### src/rtl/pipe_hazard_ctrl_pkg.sv
// pipe_hazard_ctrl_pkg: shadow scoreboard entry type and forward-select encoding
package pipe_hazard_ctrl_pkg;
  typedef struct packed {
    logic       valid;
    logic [4:0] rd;
    logic       wr;
    logic       is_load;
  } hz_entry_t;
  localparam int FWD_RF = 0;
  function automatic int fwd_of_stage(input int k);
    return k + 1;
  endfunction
endpackage

### src/rtl/hz_fwd_pick.sv
// hz_fwd_pick: youngest-producer search for one source operand
module hz_fwd_pick
  import pipe_hazard_ctrl_pkg::*;
#(
  parameter int DEPTH      = 3,
  parameter int ALU_READY  = 0,
  parameter int LOAD_READY = 2,
  localparam int FW        = $clog2(DEPTH + 1)
) (
  input  hz_entry_t [DEPTH-1:0] ents,
  input  logic [4:0]            rs,
  input  logic                  use_rs,
  output logic [FW-1:0]         fwd,
  output logic                  need_stall
);
  logic rdy;
  always_comb begin
    fwd = FW'(FWD_RF);
    need_stall = 1'b0;
    rdy = 1'b0;
    for (int k = DEPTH - 1; k >= 0; k--)
      if (use_rs && rs != 5'd0 && ents[k].valid && ents[k].wr && ents[k].rd == rs) begin
        rdy = k >= (ents[k].is_load ? LOAD_READY : ALU_READY);
        fwd = rdy ? FW'(fwd_of_stage(k)) : FW'(FWD_RF);
        need_stall = !rdy;
      end
  end
endmodule

### src/rtl/pipe_hazard_ctrl.sv
// pipe_hazard_ctrl: shadow-scoreboard hazard, forwarding and pipeline control unit
module pipe_hazard_ctrl
  import pipe_hazard_ctrl_pkg::*;
#(
  parameter int DEPTH      = 3,
  parameter int ALU_READY  = 0,
  parameter int LOAD_READY = 2,
  parameter int BR_STAGE   = 1,
  parameter int CNT_W      = 32,
  localparam int FW        = $clog2(DEPTH + 1)
) (
  input  logic             clk,
  input  logic             rst,
  input  logic             id_valid,
  input  logic [4:0]       id_rs1,
  input  logic [4:0]       id_rs2,
  input  logic             id_use_rs1,
  input  logic             id_use_rs2,
  input  logic [4:0]       id_rd,
  input  logic             id_wr,
  input  logic             id_is_load,
  input  logic             imem_stall,
  input  logic             dmem_stall,
  input  logic             redirect,
  output logic [FW-1:0]    fwd_rs1,
  output logic [FW-1:0]    fwd_rs2,
  output logic             stall_id,
  output logic [DEPTH+1:0] flush,
  output logic             freeze,
  output logic [DEPTH-1:0] stage_valid,
  output logic [CNT_W-1:0] stall_cnt,
  output logic [CNT_W-1:0] flush_cnt,
  output logic [CNT_W-1:0] freeze_cnt
);
  localparam logic [DEPTH+1:0] FLUSH_MASK = (DEPTH + 2)'((1 << (BR_STAGE + 2)) - 1);
  hz_entry_t [DEPTH-1:0] stg;
  hz_entry_t             id_ent;
  logic [FW-1:0]         f1, f2;
  logic                  ns1, ns2, go_rdr;
  hz_fwd_pick #(.DEPTH(DEPTH), .ALU_READY(ALU_READY), .LOAD_READY(LOAD_READY)) u_pick1 (
    .ents(stg), .rs(id_rs1), .use_rs(id_use_rs1), .fwd(f1), .need_stall(ns1)
  );
  hz_fwd_pick #(.DEPTH(DEPTH), .ALU_READY(ALU_READY), .LOAD_READY(LOAD_READY)) u_pick2 (
    .ents(stg), .rs(id_rs2), .use_rs(id_use_rs2), .fwd(f2), .need_stall(ns2)
  );
  assign freeze   = imem_stall | dmem_stall;
  assign go_rdr   = redirect & ~freeze;
  assign stall_id = id_valid & ~freeze & ~go_rdr & (ns1 | ns2);
  assign fwd_rs1  = go_rdr ? '0 : f1;
  assign fwd_rs2  = go_rdr ? '0 : f2;
  assign flush    = go_rdr ? FLUSH_MASK : '0;
  assign id_ent   = '{valid: 1'b1, rd: id_rd, wr: id_wr && id_rd != 5'd0, is_load: id_is_load};
  always_comb begin
    stage_valid = '0;
    for (int k = 0; k < DEPTH; k++) stage_valid[k] = stg[k].valid;
  end
  always_ff @(posedge clk) begin
    if (rst) begin
      stg        <= '0;
      stall_cnt  <= '0;
      flush_cnt  <= '0;
      freeze_cnt <= '0;
    end else begin
      if (!freeze) begin
        stg[0] <= (id_valid && !stall_id && !go_rdr) ? id_ent : '0;
        for (int k = 1; k < DEPTH; k++) stg[k] <= (go_rdr && k <= BR_STAGE) ? '0 : stg[k-1];
      end
      if (stall_id && stall_cnt != '1) stall_cnt <= stall_cnt + CNT_W'(1);
      if (go_rdr && flush_cnt != '1) flush_cnt <= flush_cnt + CNT_W'(1);
      if (freeze && freeze_cnt != '1) freeze_cnt <= freeze_cnt + CNT_W'(1);
    end
  end
endmodule
### config.mk
export PLATFORM = sky130hd
export DESIGN_NAME = pipe_hazard_ctrl
export DESIGN_NICKNAME = d
export VERILOG_FILES = /design/src/rtl/pipe_hazard_ctrl_pkg.sv /design/src/rtl/hz_fwd_pick.sv /design/src/rtl/pipe_hazard_ctrl.sv
export SDC_FILE = /design/constraint.sdc
export NUM_CORES = 1
export LEC_CHECK = 0
export BUFFER_PORTS_ARGS = -buffer_cell sky130_fd_sc_hd__clkbuf_2
export CAP_MARGIN = 20
export CORE_MARGIN = 4
export CORE_UTILIZATION = 58
export DETAILED_ROUTE_END_ITERATION = 7
export GPL_ROUTABILITY_DRIVEN = 1
export PLACE_DENSITY = 0.85
export SYNTH_ARGS = -nofsm -noshare
export SYNTH_HDL_FRONTEND = slang
export SYNTH_SLANG_ARGS = --single-unit
### constraint.sdc
create_clock -name clk -period 6.1 [get_ports clk]
set_clock_uncertainty 0.15 [all_clocks]
set_input_delay 0.61 -clock clk [delete_from_list [all_inputs] [get_ports clk]]
set_output_delay 0.61 -clock clk [all_outputs]
set_load 0.02 [all_outputs]
## Word level (Yosys, flattened, before mapping)

Index checks and enable logic that the tools add are counted.

| word-level totals | value |
|---|---|
| register bits | 120 |
| input bits | 25 |
| output and inout port bits | 110 |
| logic and storage cells | 95 |

| operators by class | value |
|---|---|
| $add $sub $neg | 3 |
| order comparisons | 3 |
| eq/ne operators | 9 |
| multiplexer cells | 23 |
| bitwise gates (word level) | 8 |
| reductions and logical operators | 34 |

Operators with widths:

| cell | count |
|---|---|
| 32-bit by 1-bit adder with 32-bit output, second input constant | 3 |
| 32-bit inequality test, second input constant | 3 |
| 1-bit by 32-bit >= comparator with 1-bit output, first input constant | 1 |
| 2-bit by 32-bit >= comparator with 1-bit output, first input constant | 1 |
| 3-bit by 32-bit >= comparator with 1-bit output, first input constant | 1 |
| 5-bit == test | 6 |
| 1-bit logical AND | 26 |
| 2-bit 2-to-1 mux | 13 |
| 8-bit 2-to-1 mux | 2 |
| 5-bit nonzero test | 3 |
| 1-bit 2-to-1 mux | 7 |
| 1-bit logical NOT | 5 |
| 1-bit bitwise AND | 4 |
| 3-bit 2-to-1 mux | 1 |
| 1-bit NOT | 2 |
| 1-bit bitwise OR | 2 |

## Depth between registers and ports, before layout

Gate-level depths: netlist of the first run.

| depth | value |
|---|---|
| depth in word-level cells | 14 |
| depth in mapped cells | 9 |

## By module

Synthesis of the first run repeated with hierarchy kept, for this count alone.

| unflattened totals | value |
|---|---|
| cells, all modules | 779 |
| area, all modules | 6379.9 µm² |

By module, submodules not included:

| module | instances | cells each | area each (µm²) | sequential area each (µm²) |
|---|---|---|---|---|
| pipe_hazard_ctrl | 1 | 711 | 5869.4 | 2402.3 |
| hz_fwd_pick | 2 | 34 | 255.2 | 0.0 |

## Worst setup path before layout of the first run

OpenSTA, ideal clock, no wires.

| timing path | value |
|---|---|
| path kind | input-to-output |
| from | input id_rs2[1] |
| to | output stall_id |
| data arrival time | 2.259 ns |
| slack | 3.081 ns |
| stages | 7 |
| cells stage by stage | or4_1 -> o21ai_2 -> nor3_2 -> o22a_1 -> o21a_1 -> clkbuf_1 -> nor2_1 |

| between the ends | value |
|---|---|
| word-level cells in the longest chain between the ends | 10 |
| elaborated cells on any way between the ends | 19 |
| those cells by class | eq/ne (3); mux (3); bitwise (2); reduce/logical (11) |

Ends and longest elaborated chain:

| what | RTL line | text |
|---|---|---|
| start: declaration | pipe_hazard_ctrl.sv:16 | `input logic [4:0] id_rs2,` |
| 5-bit nonzero test | hz_fwd_pick.sv:22 | `if (use_rs && rs != 5'd0 && ents[k].valid && ents[k].wr && ents[k].rd == rs) begin` |
| 1-bit logical AND (4 in a row) | hz_fwd_pick.sv:22 |  |
| 1-bit 2-to-1 mux (2 in a row) | hz_fwd_pick.sv:22 |  |
| 1-bit 2-to-1 mux * | hz_fwd_pick.sv:22 |  |
| 1-bit bitwise OR * | pipe_hazard_ctrl.sv:48 | `assign stall_id = id_valid & ~freeze & ~go_rdr & (ns1 \| ns2);` |
| 1-bit bitwise AND * | pipe_hazard_ctrl.sv:48 |  |
| end: declaration | pipe_hazard_ctrl.sv:27 | `output logic stall_id,` |

Every way passes the cells marked *; elsewhere a longest branch is shown, timed or not.

## Worst setup path in the final report of the first run

| timing path | value |
|---|---|
| from | input dmem_stall |
| to | register stall_cnt[17] |

| between the ends | value |
|---|---|
| word-level cells in the longest chain between the ends | 7 |
| elaborated cells on any way between the ends | 8 |
| those cells by class | bitwise (7); reduce/logical (1) |

Ends and longest elaborated chain:

| what | RTL line | text |
|---|---|---|
| start: declaration | pipe_hazard_ctrl.sv:23 | `input logic dmem_stall,` |
| 1-bit bitwise OR * | pipe_hazard_ctrl.sv:46 | `assign freeze = imem_stall \| dmem_stall;` |
| 1-bit NOT * | pipe_hazard_ctrl.sv:47, pipe_hazard_ctrl.sv:48 |  |
| 1-bit bitwise AND | pipe_hazard_ctrl.sv:47 | `assign go_rdr = redirect & ~freeze;` |
| 1-bit NOT | pipe_hazard_ctrl.sv:48 |  |
| 1-bit bitwise AND * (2 in a row) | pipe_hazard_ctrl.sv:48 |  |
| 1-bit logical AND * | pipe_hazard_ctrl.sv:68 | `if (stall_id && stall_cnt != '1) stall_cnt <= stall_cnt + CNT_W'(1);` |
| end signal: assignment | pipe_hazard_ctrl.sv:68 |  |
| end: declaration | pipe_hazard_ctrl.sv:31 | `output logic [CNT_W-1:0] stall_cnt,` |

Marks and branches as above.
A chain may end at the register's enable or synchronous reset.

==> impl_metrics.ini, run 1 <==
[sta]
whs_ns = 0.230
setup_ws_ns = 2.61
rsz0062_at_grt = no
drv_slew = 0
period_share_pct = 57.3
worstMarginPinSlew_ns = 0.883
setup_viol = 0
hold_viol_final = 0
max-slew-margin-rel_pct = 40.8
period_needed_ns = 3.49
tns_ns = 0
fmax_mhz = 286

[clock_tree]
clk_latency_ns = 0.53
cts_root_buf = clkbuf_8
clockBufferDepth = 2
path_clk_slew_ns = 0.06
cts.sinks = 119
cts_hold_buffers = 0
cts_tree = yes
cts_resized = 0
postCtsSetupBuffers = 0
cts_buffers = 17
htree_levels = 4

[worst_setup_path]
path_class = primary input to flip-flop
worstPathRequired_ns = 6.40
cp.arrival_ns = 3.80
critPathLaunchType = primary input
crit_path_max_fanout = 61
crit_path_end_kind = flip-flop
r2r_cells = 7

[job]
maxCapViolations = 0

[placement]
dp_cells = 937
port_buffers = 132
placed_area_um2 = 6500
post-place-ws_ns = 2.15
finalWeightedCongestion = 0.905
dp_hpwl_mm = 10.5

[pwr]
p_switching_w = 0.000405
irDropWorstVdd_uv = 164
p_int_w = 0.00146
swShare_pct = 21.8
p_per_area_nw_per_um2 = 262
p_leak_nw = 2.69
power_frac_seq_pct = 42.2
clockPowerShare_pct = 54.0
comb_power_share_pct = 3.7

[global_routing]
grt-ovfl-total = 0
grt_pass1_wl_mm = 25.1
grt_max_degree = 89
grt_pass1_vias = 5390
grtUsageTotal_pct = 26.2
antenna_found_initial = 0

[die]
rows = 36
core_area_um2 = 9770
die_h_um = 108
start_util_pct = 59.7
dieArea_um2 = 11700
io-pin-count = 135
die_width_um = 108

[synth]
async_reset_ff_share_pct = 0
yosysWarnings = 0
seq_area_frac_synth_pct = 40.8
syn-instance-count = 703
synth.avg_cell_area_um2 = 8.30
ys_types = 52
ys_ff_latch = 119
synth-edff-count = 0
synth_ff_type = dfxtp_1
syn_area_um2 = 5830

[routing]
routed_wl_mm = 15.2
ant_nets = 0
top_layer = met4
dr_wl_met3_um = 978
routedWlPerCell_um = 15.7
wl_met1_mm = 6.48
routed_via_density = 5.86
post-route-drc-count = 0
met2WireLength_mm = 7.50
dr.pass1.iters = 5
num_vias = 5686
drt-initial-drc-count = 431

[layout]
most-common-layout-cells = clkbuf_2, dfxtp_1, nor2_1, nand2_1, a21oi_1
n_antenna_cell = 0
area_growth_pct = 22.0
fin_cells = 970
final_common_cell = clkbuf_2
drive_gt1_share_pct = 21.4
fillers = 758
final_cell_area_um2 = 7120
layout.nets = 852

[hold_path]
hold_depth = 3
hp-class = primary input to flip-flop

[status]
status = completed
==> state kept, by name, indices dropped and copies added (netlist names) <==
signal       cells
stage_valid      3
stall_cnt       32
flush_cnt       32
stg             20
freeze_cnt      32
==> power by group through the flow <==
| stage | Sequential (W) | Combinational [W] | Clock (W) |
|---|---|---|---|
| CTS | 0.000786 | 0.0000687 | 0.00101 |
| global placement | 0.000803 | 0.0000663 | 0 |
| finish | 0.000786 | 0.0000691 | 0.00101 |
| global route | 0.000787 | 0.0000744 | 0.00106 |
| detailed placement | 0.000803 | 0.0000681 | 0 |
| floorplan | 0.000805 | 0.0000420 | 0 |
==> final cells by class <==
| type | instances | area [um^2] | area share (%) |
|---|---|---|---|
| inverter | 9 | 33.8 | 0.475 |
| tap | 133 | 166 | 2.34 |
| clock buffer | 20 | 455 | 6.40 |
| timing repair buffer | 136 | 691 | 9.71 |
| sequential | 119 | 2380 | 33.5 |
| clock inverter | 12 | 150 | 2.11 |
| multi-input combinational | 541 | 3240 | 45.5 |
==> through the flow <==
stage / utilization [%] / total power [W]
3_3_place_gp: 66.6 / 0.000869
5_1_grt: 72.8 / 0.00192
3_5_place_dp: 66.6 / 0.000871
2_1_floorplan: - / 0.000847
4_1_cts: 72.7 / 0.00187
6_report: 72.8 / 0.00186
==> worst paths after layout <==
path | startpoint | to | slack (ns)
min reg2reg | stg[17] | stg[17] | 0.31
min | id_is_load | stg[0] | 0.23
max | dmem_stall | stall_cnt[17] | 2.61
max reg2reg | stg[13] | stall_cnt[17] | 3.09
==> critical path, cell delays in order <==
cell      delay [ns]
clkbuf_2        0.08
nor2_1          0.09
buf_4           0.27
clkinv_1        0.62
nor3b_2         0.70
nand2_1         0.13
o32a_4          0.53
or4_1           0.58
a21oi_1         0.16
==> cell families after synthesis <==
group,count (synthesis),share of synthesized area [%]
adder cells (fa/ha/maj),3,0.644
XOR/XNOR,83,12.5
multiplexers,6,1.09
flip-flops,119,40.8
buffers and inverters,44,3.71
AO/OA/AOI/OAI,120,12.2
other,1,0.0643
AND/OR/NAND/NOR,327,29.0
==> per-layer routing <==
metal,GRT usage [%],up-vias
li1,-,2750
met1,33.0,2718
met2,43.7,190
met3,6.63,28
met4,9.47,0
met5,0,-
==> synthesized netlist by cell type, types with 2 or more instances <==
cell type	instances	share of area (%)
dfxtp_1	119	41
nor2_1	77	5.0
nand2_1	67	4.3
a21oi_1	56	4.8
xor2_1	46	6.9
xnor2_1	37	5.6
or3_1	36	3.9
o21ai_0	35	3.0
nand3_1	34	2.9
nand4_1	34	3.6
clkbuf_1	19	1.2
and3_1	13	1.4
and4_1	13	2.0
nor3_1	13	1.1
nand3b_1	9	1.2
nor4_1	9	0.97
buf_4	8	1.0
or4_1	8	1.0
inv_1	7	0.45
a32oi_1	6	0.90
and2_1	6	0.64
buf_2	5	0.43
nor2b_1	4	0.43
ha_1	3	0.64
mux2_2	3	0.58
mux2i_1	3	0.51
o21a_1	3	0.39
o31ai_1	3	0.39
clkinv_1	2	0.13
o211a_1	2	0.34
o211ai_1	2	0.26
Note: power is estimated with default switching activity, not from simulation.
==> run 2, diff against run 1 <==
--- a/config.mk
+++ b/config.mk
@@ -8,10 +8,10 @@
 export BUFFER_PORTS_ARGS = -buffer_cell sky130_fd_sc_hd__clkbuf_2
 export CAP_MARGIN = 20
 export CORE_MARGIN = 4
-export CORE_UTILIZATION = 58
+export CORE_UTILIZATION = 54
 export DETAILED_ROUTE_END_ITERATION = 7
 export GPL_ROUTABILITY_DRIVEN = 1
-export PLACE_DENSITY = 0.85
+export PLACE_DENSITY = 0.8
 export SYNTH_ARGS = -nofsm -noshare
 export SYNTH_HDL_FRONTEND = slang
 export SYNTH_SLANG_ARGS = --single-unit
==> constraint.sdc (replaced) <==
create_clock -name clk -period 3.5 [get_ports clk]
set_clock_uncertainty 0.15 [all_clocks]
set_input_delay 0.35 -clock clk [delete_from_list [all_inputs] [get_ports clk]]
set_output_delay 0.35 -clock clk [all_outputs]
set_load 0.02 [all_outputs]
==> run 2 against run 1 <==
First-iteration DRC count increased by 15%. Cell count increased by 1.2%. Count of clock-buffer cells in the layout unchanged. Critical path depth decreased by 2. Design area increased by 1.1%. Sequential cell count unchanged. Register-to-register slack got worse by 2.6 ns. Critical endpoint is now stall_id. Sequential power increased by 74%. Global-route usage decreased by 2.6 points. Combinational power increased by 82%.
==> impl_metrics.ini, run 2 (synthesis gave the netlist of run 1 again) <==
[layout]
reg.largest.list = flush_cnt x32, freeze_cnt x32, stall_cnt x32
drive_gt1_share_pct = 21.4
most-common-layout-cells = clkbuf_2, dfxtp_1, nor2_1, nand2_1, a21oi_1
n_antenna_cell = 0
layout.nets = 861
final_common_cell = clkbuf_2
area_growth_pct = 23.4

[clock_tree]
postCtsSetupBuffers = 0
cts_root_buf = clkbuf_8
cts_tree = yes
cts_resized = 0
htree_levels = 4
path_clk_slew_ns = 0.06
clockBufferDepth = 2
cts_buffers = 17
clk_latency_ns = 0.51
cts.sinks = 119

[sta]
rsz0062_at_grt = no
worstMarginPinSlew_ns = 0.821
period_share_pct = 89.8
tns_ns = 0
drv_slew = 0
period_needed_ns = 3.14
hold_viol_final = 0
max-slew-margin-rel_pct = 44.9
setup_viol = 0
fmax_mhz = 318

[die]
start_util_pct = 56.0
dieArea_um2 = 12500
die_h_um = 112
io-pin-count = 135
core_area_um2 = 10400
die_width_um = 112
rows = 37

[placement]
finalWeightedCongestion = 0.908
port_buffers = 132
dp_hpwl_mm = 10.6

[global_routing]
grt_pass1_wl_mm = 25.0
grt_pass1_vias = 5286
grt_max_degree = 79
antenna_found_initial = 0
grt-ovfl-total = 0
grtUsageTotal_pct = 23.6

[routing]
routedWlPerCell_um = 15.5
routed_via_density = 5.75
routed_wl_mm = 15.2
dr.pass1.iters = 8
num_vias = 5649
drt-initial-drc-count = 496
post-route-drc-count = 0
ant_nets = 0

[worst_setup_path]
worstPathRequired_ns = 3.00
crit_path_end_kind = output pin
path_class = flip-flop to output pin
crit_path_max_fanout = 9
cp.arrival_ns = 2.64
critPathLaunchType = flip-flop

[hold_path]
hp-class = primary input to flip-flop

[pwr]
irDropWorstVdd_uv = 278
p_leak_nw = 2.72
p_per_area_nw_per_um2 = 449
total_power_w = 0.00323

[job]
maxCapViolations = 0

[status]
status = completed
run 2: cell types whose count changed in the layout (fill, tap and decap cells not counted), sizes merged:
| cell | change |
|---|---|
| dlygate4sd3 | +6 |
| inv | +1 |
| buf | +4 |
| clkinv | -1 |
| clkbuf | -1 |
run 2: worst max-delay path: stages, from the launching register on:
cell      delay, ns
dfxtp_1        0.44
xnor2_1        0.16
nand4_1        0.12
or3_2          0.49
o22a_1         0.24
o21a_1         0.30
nor2_1         0.19
clkbuf_2       0.20
run 2: worst paths after layout:
path / startpoint / to / slack, ns / cells past startpoint
min: id_rd[3] / stg[5] / 0.0002 / 3
min reg2reg: stg[17] / stg[17] / 0.31 / 2
max reg2reg: stg[13] / stall_cnt[17] / 0.50 / 7
max: stg[13] / stall_id / 0.36 / 7
run 2: area by class of cell:
class | instances | area [um^2]
clock inverters | 12 | 150
clock buffers | 20 | 445
flip-flops and latches | 119 | 2380
inverters | 9 | 33.8
well taps | 136 | 170
multi-input cells | 541 | 3240
repair buffers | 145 | 776
fillers | 849 | 3220
run 2: routing by layer:
| layer | global-route usage (%) | share of wire, % | vias up |
|---|---|---|---|
| met3 | 5.71 | 7.1 | 28 |
| met5 | 0 | 0 | - |
| met2 | 38.6 | 48 | 212 |
| met1 | 30.6 | 44 | 2645 |
| met4 | 7.95 | 1.8 | 0 |
| li1 | - | - | 2764 |
run 2: stage by stage:
stage | area (um^2) | cells | util [%] | worst slack [ns] | hold slack, ns
2_1_floorplan | 5840 | 704 | - | 0.629 | 0.287
3_5_place_dp | 6540 | 944 | 62.8 | 0.410 | 0.301
3_3_place_gp | 6540 | 944 | 62.8 | 0.434 | 0.293
6_report | 7190 | 982 | 69.1 | 0.356 | 0.000243
4_1_cts | 7190 | 982 | 69.1 | 0.331 | 0.00115
5_1_grt | 7190 | 982 | 69.1 | 0.218 | 0.0143
run 2: power breakdown:
group          switching, W  internal (W)
Sequential       0.00000868       0.00136
Combinational     0.0000803     0.0000459
Clock              0.000612       0.00112
Total              0.000701       0.00253
run 2: repair_timing:
item,4_1_cts,5_1_grt
endpoints found under the setup margin,0,0
hold endpoints to repair,6,0
hold buffers,6,0
